**src/rtl/tty_ctrl.sv**
```systemverilog
// tty_ctrl: console sequencer writing char/attr cells into text video RAM.
// Optional TTY_TAB_EN enables hardware tab stops every 8 columns.
module tty_ctrl #(
   parameter int          COLS  = 80,
   parameter int          ROWS  = 25,
   parameter logic [7:0]  BLANK = 8'h20
) (
   input  logic        clock,
   input  logic        reset_n,
   input  logic        put_valid,
   output logic        put_ready,
   input  logic [7:0]  put_char,
   input  logic [7:0]  put_attr,
   output logic [11:0] m_address,
   output logic [7:0]  m_wdata,
   output logic        m_we,
   input  logic [7:0]  m_rdata,
   output logic [10:0] cursor,
   output logic        busy
);

   localparam int          CELLS    = COLS * ROWS;
   localparam logic [10:0] C_COLS   = 11'(COLS);
   localparam logic [10:0] C_LAST   = 11'((ROWS - 1) * COLS);
   localparam logic [10:0] C_END    = 11'(CELLS - 1);
   localparam logic [11:0] ROWB     = 12'(2 * COLS);
   localparam logic [11:0] SCR_END  = 12'(2 * COLS * (ROWS - 1));
   localparam logic [11:0] BYTE_END = 12'(2 * CELLS - 1);

   typedef enum logic [2:0] {
      IDLE,
      PUT_C,
      PUT_A,
      SCR_RD,
      SCR_WR,
      FILL
   } state_e;

   state_e      state_q;
   logic [10:0] cur_q;
   logic [10:0] col_q;
   logic [11:0] ptr_q;
   logic [7:0]  attr_q;
   logic [11:0] addr_q;
   logic [7:0]  wdata_q;
   logic        we_q;
   logic        ready_q;

   logic [11:0] ptr_d;
   logic        is_cr;
   logic        is_bs;
   logic        is_lf;
   logic        is_ff;
`ifdef TTY_TAB_EN
   logic        is_tab;
   logic [10:0] tab_col_d;
`endif

   // Control-code decode and shared increment; ptr is dst in scroll, idx in fill.
   always_comb begin
      ptr_d = ptr_q + 12'd1;
      is_cr = (put_char == 8'h0D);
      is_bs = (put_char == 8'h08);
      is_lf = (put_char == 8'h0A);
      is_ff = (put_char == 8'h0C);
`ifdef TTY_TAB_EN
      is_tab    = (put_char == 8'h09);
      tab_col_d = (col_q | 11'd7) + 11'd1;
      if (tab_col_d > C_COLS - 11'd1) begin
         tab_col_d = C_COLS - 11'd1;
      end
`endif
   end

   // Sequencer with registered RAM strobes; source address is dst + one row.
   always_ff @(posedge clock or negedge reset_n) begin
      if (!reset_n) begin
         state_q <= IDLE;
         cur_q   <= '0;
         col_q   <= '0;
         ptr_q   <= '0;
         attr_q  <= '0;
         addr_q  <= '0;
         wdata_q <= '0;
         we_q    <= 1'b0;
         ready_q <= 1'b1;
      end else begin
         unique case (state_q)
            IDLE: begin
               if (put_valid) begin
                  attr_q <= put_attr;
                  unique case (1'b1)
                     is_cr: begin
                        cur_q <= cur_q - col_q;
                        col_q <= '0;
                     end
                     is_bs: begin
                        if (cur_q != '0) begin
                           cur_q <= cur_q - 11'd1;
                           col_q <= (col_q == '0) ? C_COLS - 11'd1
                                                  : col_q - 11'd1;
                        end
                     end
                     is_lf: begin
                        if (cur_q < C_LAST) begin
                           cur_q <= cur_q + C_COLS;
                        end else begin
                           state_q <= SCR_RD;
                           ptr_q   <= '0;
                           addr_q  <= ROWB;
                           ready_q <= 1'b0;
                        end
                     end
                     is_ff: begin
                        cur_q   <= '0;
                        col_q   <= '0;
                        ptr_q   <= '0;
                        addr_q  <= '0;
                        wdata_q <= BLANK;
                        we_q    <= 1'b1;
                        ready_q <= 1'b0;
                        state_q <= FILL;
                     end
`ifdef TTY_TAB_EN
                     is_tab: begin
                        cur_q <= cur_q - col_q + tab_col_d;
                        col_q <= tab_col_d;
                     end
`endif
                     default: begin
                        addr_q  <= {cur_q, 1'b0};
                        wdata_q <= put_char;
                        we_q    <= 1'b1;
                        ready_q <= 1'b0;
                        state_q <= PUT_C;
                     end
                  endcase
               end
            end
            PUT_C: begin
               addr_q  <= {cur_q, 1'b1};
               wdata_q <= attr_q;
               we_q    <= 1'b1;
               state_q <= PUT_A;
            end
            PUT_A: begin
               we_q <= 1'b0;
               if (cur_q == C_END) begin
                  cur_q   <= C_LAST;
                  col_q   <= '0;
                  ptr_q   <= '0;
                  addr_q  <= ROWB;
                  state_q <= SCR_RD;
               end else begin
                  cur_q   <= cur_q + 11'd1;
                  col_q   <= (col_q == C_COLS - 11'd1) ? '0
                                                       : col_q + 11'd1;
                  ready_q <= 1'b1;
                  state_q <= IDLE;
               end
            end
            SCR_RD: begin
               addr_q  <= ptr_q;
               we_q    <= 1'b1;
               state_q <= SCR_WR;
            end
            SCR_WR: begin
               ptr_q  <= ptr_d;
               if (ptr_d == SCR_END) begin
                  addr_q  <= ptr_d;
                  wdata_q <= BLANK;
                  we_q    <= 1'b1;
                  state_q <= FILL;
               end else begin
                  addr_q  <= ptr_d + ROWB;
                  we_q    <= 1'b0;
                  state_q <= SCR_RD;
               end
            end
            FILL: begin
               if (ptr_q == BYTE_END) begin
                  we_q    <= 1'b0;
                  ready_q <= 1'b1;
                  state_q <= IDLE;
               end else begin
                  ptr_q   <= ptr_d;
                  addr_q  <= ptr_d;
                  wdata_q <= ptr_d[0] ? attr_q : BLANK;
                  we_q    <= 1'b1;
               end
            end
            default: begin
               state_q <= IDLE;
               we_q    <= 1'b0;
               ready_q <= 1'b1;
            end
         endcase
      end
   end

   // Copy path forwards the synchronous read data straight to the write port.
   assign m_wdata   = (state_q == SCR_WR) ? m_rdata : wdata_q;
   assign m_address = addr_q;
   assign m_we      = we_q;
   assign put_ready = ready_q;
   assign busy      = ~ready_q;
   assign cursor    = cur_q;

endmodule

```
**config.mk**
```make
export PLATFORM = sky130hd
export DESIGN_NAME = tty_ctrl
export DESIGN_NICKNAME = d
export VERILOG_FILES = /design/src/rtl/tty_ctrl.sv
export SDC_FILE = /design/constraint.sdc
export NUM_CORES = 1
export LEC_CHECK = 0
export CAP_MARGIN = 25
export CORE_MARGIN = 1
export CORE_UTILIZATION = 54
export DETAILED_ROUTE_END_ITERATION = 10
export PLACE_DENSITY = 0.77
export SLEW_MARGIN = 20
export SYNTH_ARGS = -nofsm -noshare
export SYNTH_HDL_FRONTEND = slang
export SYNTH_SLANG_ARGS = --single-unit
```
**constraint.sdc**
```tcl
create_clock -name clock -period 2.76 [get_ports clock]
set_clock_uncertainty 0.1 [all_clocks]
set_input_delay 0.552 -clock clock [delete_from_list [all_inputs] [get_ports clock]]
set_output_delay 0.552 -clock clock [all_outputs]
set_load 0.03 [all_outputs]
```
==> results of run 1 <==
==> worst max-delay path, delay by kind of cell <==
family	cells	cell delay, ns
mux	1	0.16
compound gates	5	0.92
buf+inv	3	0.29
simple gates	4	0.52
fa+ha+maj	2	0.46
==> flip-flops by register name, summed over array words and instances, names as in the netlist <==
name / flops
m_we: 1
ptr_q: 12
m_address: 12
state_q: 3
attr_q: 8
col_q: 11
cursor: 11
put_ready: 1
wdata_q: 8
==> path summary, 6_finish.rpt <==
check	endpoint	cells past startpoint
worst max-delay path	cursor[10]	15
worst min-delay path	ptr_q[0]	2
worst max register to register	m_address[9]	10
worst min register to register	m_address[8]	2
max in group asynchronous	col_q[8]	2
min in group clock	m_address[8]	2
==> what timing repair did <==
action	4_1_cts	5_1_grt
resized for setup	41	16
pin swaps	24	15
buffers inserted	5	0
endpoints found under the setup margin	15	17
==> cell usage after synthesis (12+ instances only) <==
master,n
a221oi_1,12
ha_1,18
o21ai_0,67
inv_1,19
clkbuf_1,29
nor3_1,17
xnor2_1,13
nand3_1,17
nor2_1,50
buf_2,14
mux2_2,28
nand2_1,73
dfrtp_1,66
a21oi_1,49
==> cell type report <==
class                   instances  share of cell area
multi-input cells             541              0.5169
flip-flops and latches         67              0.2354
repair buffers                153              0.1838
well taps                     133             0.02335
clock buffers                  10             0.01791
clock inverters                 6             0.01264
inverters                      19             0.01001
==> metrics by stage <==
step | std cells | util | TNS [ns] | cell area [um^2] | total power [W]
3_3_place_gp | 908 | 0.6900 | -10.16 | 6775 | 0.007502
2_1_floorplan | 674 | - | -1.063 | 5574 | 0.005465
5_1_grt | 929 | 0.7258 | -0.2144 | 7127 | 0.009453
6_report | 929 | 0.7258 | 0 | 7127 | 0.008853
4_1_cts | 929 | 0.7207 | 0 | 7077 | 0.008692
3_5_place_dp | 908 | 0.6900 | -13.10 | 6775 | 0.007647
==> metal layers <==
layer	routed length [um]	up-vias	track usage
li1	-	2745	-
met1	7265	2798	0.4612
met2	8243	344	0.5631
met3	1501	41	0.06102
met4	502	0	0.1311
met5	0	-	0
==> cells in the final DEF, fill, tap and decap left out, types with 11 or more instances in the layout <==
cell type,netlist,routed
mux2_2,28,28
nand2_1,73,69
nor2_1,50,49
buf_4,2,87
nand3_1,17,17
nand4_1,11,11
ha_1,18,14
xnor2_1,13,13
o21ai_0,67,63
clkdlybuf4s50_1,0,43
o22ai_1,11,11
nor3_1,17,17
a21oi_1,49,47
inv_1,19,18
dfrtp_1,66,66
xor2_1,11,11
==> power groups by stage <==
stage,sequential [W],clock [W],combinational (W)
after detailed placement,0.00190,0,0.00575
final,0.00190,0.000932,0.00602
after CTS,0.00189,0.000946,0.00586
after global routing,0.00195,0.000990,0.00651
after floorplan,0.00205,0,0.00341
after global placement,0.00188,0,0.00563
==> logic make-up after synthesis <==
kind of cell,count (synthesis),synth area share
xor gates and xnor gates,24,0.03818
muxes,36,0.07182
adders and majority gates,19,0.04455
buffers and inverters,66,0.05091
DFF,67,0.3048
and+or+nand+nor,242,0.2307
AOI/OAI and AO/OA,220,0.2591
==> metrics, run 1 <==
CTS root buf clkbuf_8; H-tree levels 3; Max-Cap Viols 0; clock tree sinks 67; post-synthesis cell count 674; Crit. Startpoint put_char[0]; Avg WL per Cell 18.85 um; DR vias/cell 6.381; total number of vias 5928; most area-hungry cell type in the Yosys netlist dfrtp_1; I/O pins 61; Die Width 103.0 um; RSZ-0062 raised after global routing true; worst-skew pair later-pin latency 0.37 ns; crit path cell chain buf_6 > nor4_2 > nand4_1 > buf_6 > nand2_4 > ha_4 > inv_2 > fa_2 > a211o_1 > a21oi_2 > o21ai_1 > a21o_1 > mux2i_1 > nand2_1 > a41oi_2; row count 36; Yosys reg bits 67; pwr dens 1242 mW/mm^2; worst hold-check path type primary input to async pin; crit path kind primary input to flop; Critical R2R Launch ptr_q[1]; WP data required 2.96 ns; Max FO, Critical Path 3; 1st-iter DRT viols 445; Post-synth EDFFs 0; final WL 17510 um; clk slew on worst S/H paths 0.08 ns; CP Capture Type flop; clock buffer depth 2; Logic pwr share 0.680; Syn Area/Cell 8.168 um^2; status finished, final reports clean; Max Freq 367.0 MHz; switching part of the total 0.4829; min cycle time layout 2.725 ns; Fin. Hold Viols 0; DRT Pass-1 Iters 5; Setup-failing EPs final 0; Final #Nets 837; Area Overhead vs Synth 29.45%; CP Launch Type primary input; Synth top area share 0.3000; total grt overflow 0; number of diodes 0; Die Span Y 103.0 um; P_leak 2.960 nW; cell internal pwr 0.004578 W; Final period util 0.9873; # DRC 0; Die Footprint 0.01060 mm^2; YS warnings 0; most frequent CP cell buf_6; net switching component of the power 0.004275 W; slew of the pin with the lowest slew margin 0.5227 ns; dpl ws -0.8355 ns; Max-Slew Margin vs Limit 0.6470; Total GRT Usage 0.3466; first-pass GRT wire length 28250 um; Max VDD drop 652.3 uV; Fillers 804; largest net degree at the start of global routing 38; Antenna Nets Post-Route 0; hpwl dp 13110 um; total CTS buffers 9; Largest stage delay, worst path 0.33 ns; top_reg_cell synth dfrtp_1; final worst slack 0.03516 ns; Initial Util 0.5607; multi-input logic area 0.003684 mm^2; hold buffers post-CTS 0; Clock Power Share 0.105; register area share after synthesis 0.3048; IO Port Bufs 60; final hold slack 0.1061 ns; Max Slew Vio Count 0; syn nets 720; CTS tree done; number of global-route vias before repair 5711; slowest CP cell fa_2; share of cells above drive strength 1 0.2337; ys async rst share 1.000; Seq. cell area 0.001678 mm^2; R2R setup slack 0.13 ns; post-synth cell types 82; arrival time worst endpoint 2.92 ns; top cells by area in the synthesized netlist dfrtp_1, o21ai_0, mux2_2; initial antenna violation count 0; Synth Cell Area 0.005505 mm^2; Core Area 0.009819 mm^2; Seq pwr share 0.215; routability cong. 0.9486
Power figures use the tool's default switching activity.
==> inputs of run 2 (changes only) <==
--- a/config.mk
+++ b/config.mk
@@ -5,12 +5,10 @@
 export SDC_FILE = /design/constraint.sdc
 export NUM_CORES = 1
 export LEC_CHECK = 0
-export CAP_MARGIN = 25
 export CORE_MARGIN = 1
 export CORE_UTILIZATION = 54
 export DETAILED_ROUTE_END_ITERATION = 10
 export PLACE_DENSITY = 0.77
-export SLEW_MARGIN = 20
 export SYNTH_ARGS = -nofsm -noshare
 export SYNTH_HDL_FRONTEND = slang
 export SYNTH_SLANG_ARGS = --single-unit
==> results of run 2 <==
No change in the layout: final DEF, timing and power equal those of run 1.
